File: src/rtl/if_fetch_ctrl.sv
// rtl/if_fetch_ctrl.sv - instruction-fetch PC sequencer with one-outstanding memory handshake
// Output register plus one-entry skid absorb decode stalls; taken branches squash stale words.
module if_fetch_ctrl #(
  parameter logic [31:0] RESET_PC = 32'h0000_0000
) (
  input  logic        clk,
  input  logic        rst,
  input  logic        stall,
  input  logic        branch_flag,
  input  logic [31:0] branch_target_addr,
  output logic        mem_ce,
  output logic [31:0] mem_addr,
  input  logic        mem_ack,
  input  logic [31:0] mem_data,
  output logic        inst_valid,
  output logic [31:0] inst,
  output logic [31:0] inst_pc
);

  localparam logic [1:0] S_IDLE = 2'd0;
  localparam logic [1:0] S_REQ  = 2'd1;
  localparam logic [1:0] S_HOLD = 2'd2;
  localparam logic [1:0] S_DROP = 2'd3;

  logic [1:0]  state;
  logic [31:0] pc;
  logic [31:0] redirect_pc;
  logic        skid_valid;
  logic [31:0] skid_inst;
  logic [31:0] skid_pc;

  logic [31:0] target;
  logic        consume;
  logic        out_free;

  assign target   = {branch_target_addr[31:2], 2'b00};
  assign consume  = inst_valid && !stall;
  assign out_free = !inst_valid || !stall;

  // S_DROP keeps the stale request on the bus until its ack arrives.
  assign mem_ce   = (state == S_REQ) || (state == S_DROP);
  assign mem_addr = pc;

  always_ff @(posedge clk) begin
    if (!rst) begin
      state       <= S_IDLE;
      pc          <= RESET_PC;
      redirect_pc <= RESET_PC;
      inst_valid  <= 1'b0;
      inst        <= 32'h0;
      inst_pc     <= 32'h0;
      skid_valid  <= 1'b0;
      skid_inst   <= 32'h0;
      skid_pc     <= 32'h0;
    end else begin
      if (consume) begin
        inst_valid <= 1'b0;
      end

      if (branch_flag) begin
        // A word consumed in the branch cycle is the delay slot; nothing refills it.
        inst_valid <= 1'b0;
        skid_valid <= 1'b0;
        case (state)
          S_IDLE: begin
            pc    <= target;
            state <= S_REQ;
          end
          S_REQ: begin
            if (mem_ack) begin
              pc <= target;
            end else begin
              redirect_pc <= target;
              state       <= S_DROP;
            end
          end
          S_HOLD: begin
            pc    <= target;
            state <= S_REQ;
          end
          default: begin
            if (mem_ack) begin
              pc    <= target;
              state <= S_REQ;
            end else begin
              redirect_pc <= target;
            end
          end
        endcase
      end else begin
        case (state)
          S_IDLE: begin
            state <= S_REQ;
          end
          S_REQ: begin
            if (mem_ack) begin
              pc <= pc + 32'd4;
              if (out_free) begin
                inst_valid <= 1'b1;
                inst       <= mem_data;
                inst_pc    <= pc;
              end else begin
                skid_valid <= 1'b1;
                skid_inst  <= mem_data;
                skid_pc    <= pc;
                state      <= S_HOLD;
              end
            end
          end
          S_HOLD: begin
            if (!stall) begin
              inst_valid <= skid_valid;
              inst       <= skid_inst;
              inst_pc    <= skid_pc;
              skid_valid <= 1'b0;
              state      <= S_REQ;
            end
          end
          default: begin
            if (mem_ack) begin
              pc    <= redirect_pc;
              state <= S_REQ;
            end
          end
        endcase
      end
    end
  end

endmodule

File: config.mk
export PLATFORM = sky130hd
export DESIGN_NAME = if_fetch_ctrl
export DESIGN_NICKNAME = d
export VERILOG_FILES = /design/src/rtl/if_fetch_ctrl.sv
export SDC_FILE = /design/constraint.sdc
export NUM_CORES = 1
export LEC_CHECK = 0
export BUFFER_PORTS_ARGS = -buffer_cell sky130_fd_sc_hd__buf_2
export CAP_MARGIN = 20
export CORE_MARGIN = 10
export CORE_UTILIZATION = 38
export DETAILED_ROUTE_END_ITERATION = 10
export PLACE_DENSITY_LB_ADDON = 0.2
export REMOVE_ABC_BUFFERS = 1
export SLEW_MARGIN = 20
export SYNTH_ARGS = -nofsm -noshare
export SYNTH_HDL_FRONTEND = slang
export SYNTH_SLANG_ARGS = --single-unit
File: constraint.sdc
create_clock -name clk -period 2.9 [get_ports clk]
set_clock_uncertainty 0.05 [all_clocks]
set_input_delay 0.29 -clock clk [delete_from_list [all_inputs] [get_ports clk]]
set_output_delay 0.29 -clock clk [all_outputs]
set_load 0.02 [all_outputs]
# --- After elaboration in Yosys (flattened, before gate mapping) ---
# Cells that the tools add are included.
op_classes:
  bitwise_logic: 5
  n_addsub: 1
  n_eq_ne: 13
  mux: 31
  reduce_logical: 16
ops:
  columns: ["cell", "count"]
  rows:
  - ["2-to-1 mux 32 bit", 11]
  - ["case mux 32 bit (2 select lines)", 3]
  - ["adder 32 x 3 -> 32 bit (second input constant)", 1]
  - ["AND reduction 4 bit", 4]
  - ["2-to-1 mux 2 bit", 6]
  - ["inequality test 3 bit (second input constant)", 4]
  - ["inequality test 2 bit (second input constant)", 4]
  - ["2-to-1 mux 1 bit", 7]
  - ["case mux 2 bit (3 select lines)", 1]
  - ["NOT 1 bit", 5]
  - ["AND reduction 5 bit", 1]
  - ["equality test 2 bit (second input constant)", 2]
  - ["case mux 1 bit (2 select lines)", 2]
  - ["case mux 2 bit (2 select lines)", 1]
  - ["OR reduction 2 bit", 2]
  - ["inequality test 3 x 2 -> 1 bit (second input constant)", 1]
  - ["AND reduction 3 bit", 1]
  - ["nonzero test 3 bit", 1]
  - ["equality test 2 x 1 -> 1 bit (second input constant)", 1]
  - ["logical NOT 1 bit", 2]
  - ["logical NOT 2 bit", 1]
  - ["logical OR 1 bit", 2]
  - ["inequality test 2 x 1 -> 1 bit (second input constant)", 1]
  - ["nonzero test 2 bit", 1]
  - ["logical AND 1 bit", 1]
totals:
  in_bits: 69
  out_inout_bits: 98
  word_cells: 75
  reg_bits: 194

# --- Logic depth before layout (Yosys ltp) ---
depth:
  depth_word: 6
  mapped_depth: 10
  mapped_depth_nobuf: 7

# --- Worst setup path after synthesis ---
# No wires, ideal clock.
synth_timing:
  path_kind: "flip-flop to flip-flop"
  startpoint: "register state[0]"
  endpoint: "register pc[31] (netlist: mem_addr[31])"
  setup_slack_ns: 0.772
  synth_period_minus_slack_ns: 2.128
  setup_time_ns: 0.092
  stages_incl_launch_ff: 10
  arrival_ns: 1.985
  path_buffers: 3
  t_required_ns: 2.758
  path_cell_list: "dfxtp_1 -> inv_1 -> ha_1 -> buf_2 -> o21a_1 -> a21oi_1 -> clkbuf_1 -> buf_1 -> a21oi_1 -> o32ai_1"
synth_via:
  elab_chain_len: 4
  elab_cells_between_ends: 12
  classes_between: "eq/ne (5); mux (3); reduce/logical (4)"
synth_rtl:
  columns: ["element", "line_no", "source"]
  rows:
  - ["start, declared", "25", "logic [1:0] state;"]
  - ["start signal, assigned", "46", "state <= S_IDLE;"]
  - ["start signal, assigned", "67", "state <= S_REQ;"]
  - ["start signal, assigned", "74", "state <= S_DROP;"]
  - ["equality test 2 bit / logical NOT 2 bit (equally long branches)", "64, 91", null]
  - ["OR reduction 2 bit (no line)", null, null]
  - ["inequality test 3 x 2 -> 1 bit (no line), or another cell as far along", null, null]
  - ["AND reduction 4 bit (no line) / 2-to-1 mux 32 bit (equally long branches)", null, null]
  - ["end signal, assigned", "66", "pc <= target;"]
  - ["end signal, assigned", "71", "pc <= target;"]
  - ["end signal, assigned", "97", "pc <= pc + 32'd4;"]
  - ["end, declared", "26", "logic [31:0] pc;"]
# Parallel ways exist; a longest one is shown, timed or not.
# A chain may end at the register's enable or synchronous reset.

# --- Worst setup path in the final report ---
layout_timing:
  startpoint: "register state[1]"
  endpoint: "output port mem_ce"
layout_via:
  elab_chain_len: 2
  elab_cells_between_ends: 3
  classes_between: "eq/ne (2); reduce/logical (1)"
layout_rtl:
  columns: ["element", "line_no", "source"]
  rows:
  - ["equality test 2 x 1 -> 1 bit / equality test 2 bit (equally long branches)", "41", "assign mem_ce = (state == S_REQ) || (state == S_DROP);"]
  - ["logical OR 1 bit *", "41", null]
  - ["end, declared", "11", "output logic mem_ce,"]
# Mark *: on every way between the ends. The rest lies on a longest branch, timed or not.

==> impl_metrics.yaml <==
clock_tree:
  htree_levels: 4
  clockBufferDepth: 2
  cts_setup_buffers: 0
  insertion_delay_ns: 0.43
  root_buffer: "clkbuf_16"
  cts_tree: "done"
  holdBufCountCts: 0
  ctsResizeCount: 0
  cts_buffers: 17
  clock_sinks: 188
  path_clk_slew_ns: 0.07
power_and_ir_drop:
  ir_drop_v: 0.0003281
  power_leakage_nw: 3.751
  power.density_nw_per_um2: 672.2
  finalPower_mw: 6.895
hold_path:
  min_from: "branch_target_addr[28]"
  worst_hold_path_type: "input port to register"
  whs_path_depth: 3
  whs_endpoint: "redirect_pc[28]"
flow_run:
  maxCapViolations: 0
setup_path:
  path_cells: "inv_1, ha_1, buf_4, or2_2, buf_2"
  worstReg2RegStart: "state[1]"
  crit_slowest_cell: "buf_4"
  crit_type: "register to primary output"
  worstPathArrival_ns: 2.20
  r2r_end: "inst[26]"
  r2r_slack_ns: 0.49
  cp.required_ns: 2.56
  crit_fanout: 37
  max_stage_delay_ns: 0.46
  end_kind: "primary output"
  worst_r2r_path_depth: 9
  cp-start-kind: "register"
synth:
  synth-async-reset-ratio: 0
  synthCells: 1073
  synth_top_area_share: 0.4386
  yosysSeqAreaShare: 0.4386
  synthesis.area_sq_um: 8581
  syn_avg_cell_area_sq_um: 7.997
  synth_flop_cell: "dfxtp_1"
  ys_ff_latch: 188
  yosys.area.top_type: "dfxtp_1"
  yosys-top-cells-area: "dfxtp_1 (44%), nand2_1 (9.8%), a21oi_1 (8.0%), mux2i_1 (7.7%), a211oi_1 (6.1%)"
  synth_edf_count: 0
  ys_types: 60
  ys_warn_count: 0
timing:
  worstMarginPinSlew_ns: 0.7270
  hold_violations: 0
  fin_ws_ns: 0.3578
  fin_crit_sh: 0.8766
  grt_setup_unrepaired: "false"
  setup_viol: 0
  slew_headroom: 0.5153
  fmax_mhz: 393.4
  finalMaxSlewViolations: 0
  fin_crit_ns: 2.542
global_routing:
  busiest_layer: "met2"
  grt_max_degree: 86
  use_met1: 0.2328
  grtUsageMet2: 0.2640
  grt_overflow_total: 0
  antenna_found_initial: 0
  first_global_vias: 7348
  grt_util_all_layers: 0.1716
  grt_pass1_wl_um: 40250
  met3_usage: 0.04419
placement:
  gp_congestion: 0.8266
  io_buffers: 160
  hpwl_um: 16880
  placedCellCount: 1452
  pre_cts_slack_ns: 0.5097
final_layout:
  final_layout_size_suffix_gt1_frac: 0.2003
  area_delta_synth_final_pct: 19.54
  layout.cells.non_filler: 1483
  fillers: 2243
  final_common_cell: "nand2_1"
  num_antenna_cells: 0
  nNetsFinal: 1267
  fin_util: 0.4657
  seqCellArea_sq_um: 3764
  final_cell_mix: "nand2_1 (224), dfxtp_1 (188), buf_2 (160)"
  multiInputGateArea_sq_um: 4394
route:
  drt_pass1_iterations: 5
  wl_per_cell_um: 16.99
  ant_nets: 0
  avgViaCountPerCell: 5.229
  via_count: 7755
  drc: 0
  first_iter_violations: 527
  routed_wl_um: 25190
floorplan:
  ios: 167
  initial_utilization: 0.3896
  fp.dieW_um: 170.3
  rows: 54
  die_h_um: 170.3
  die_area_sq_um: 28990
  design.core.area_sq_um: 22030
outcome:
  status: "complete, no violations"
sequential cells by signal, indices dropped and copies added, names as in the netlist:
name / cells
skid_valid: 1
skid_inst: 32
inst_valid: 1
redirect_pc: 30
inst_pc: 30
mem_addr: 30
inst: 32
state: 2
skid_pc: 30
power breakdown:
group          leakage, nW  internal [mW]  switching [mW]  total, mW
clock network        0.289           1.33            1.04       2.36
registers             1.53           2.80           0.190       2.99
logic                 1.93          0.557           0.989       1.55
critical path, delay by kind of cell (launching register included):
family	cells	cell delay, ns
flops	1	0.37
fa+ha+maj	1	0.43
simple gates	1	0.18
buf+inv	3	0.78
metrics by stage:
stage	cell area, sq um	setup TNS [ns]	hold slack (ns)
2_1_floorplan	8177	-428.32	0.3575
3_3_place_gp	9668	0	0.3869
3_5_place_dp	9668	0	0.3923
4_1_cts	10260	0	0.03755
5_1_grt	10260	0	0.04377
6_report	10260	0	0.05245
per-layer routing:
layer	wire length (um)	part of all wire	vias up
met3	1526	0.061	19
met4	280	0.011	0
met2	11130	0.44	202
met5	0	0	-
met1	12260	0.49	3531
li1	-	-	4003
worst max path at each step:
stage	start	to	slack, ns	cells past startpoint
global placement	state[1]	inst_pc[4]	0.56	9
floorplan	state[0]	inst_pc[7]	-2.98	5
finish	state[1]	mem_ce	0.36	5
CTS	state[1]	mem_ce	0.35	5
detailed placement	state[1]	inst_pc[4]	0.51	9
global route	state[1]	mem_ce	0.18	5
cells by family (layout without fill, tap and decap cells):
family | Yosys count | count (layout) | synth area share
AND/OR/NAND/NOR | 400 | 400 | 0.2005
XOR/XNOR | 5 | 5 | 0.005104
other | 1 | 4 | 0.0004370
adder cells (fa/ha/maj) | 7 | 7 | 0.01021
AO/OA/AOI/OAI | 295 | 295 | 0.2136
multiplexers | 67 | 67 | 0.07830
buffers and inverters | 110 | 237 | 0.05322
flip-flops | 188 | 188 | 0.4386
layout make-up:
cell class | count | area share
Tap cell | 280 | 0.03415
Sequential cell | 188 | 0.3669
Multi-Input combinational cell | 778 | 0.4284
Clock buffer | 20 | 0.04452
Clock inverter | 11 | 0.01293
Timing Repair Buffer | 195 | 0.1086
Inverter | 11 | 0.004513
cell usage after synthesis (2+ instances only):
library cell	n
nand2_1	224
dfxtp_1	188
a21oi_1	137
nor2_1	91
a211oi_1	70
clkbuf_1	66
mux2i_1	66
o21ai_0	33
nand3_1	16
buf_2	14
nor3_1	12
and3_1	11
buf_1	11
o211ai_1	11
nor4_1	10
a31oi_1	9
inv_1	8
nand4_1	8
ha_1	7
nor3b_1	7
o21a_1	6
or3_1	6
and4_1	4
buf_4	4
o31a_1	4
clkbuf_2	3
o31ai_1	3
xnor2_1	3
a311o_1	2
clkinv_1	2
o221a_2	2
o22ai_1	2
o311a_1	2
o41ai_1	2
or2_2	2
or4_1	2
xor2_1	2
Power figures use the tool's default switching activity.
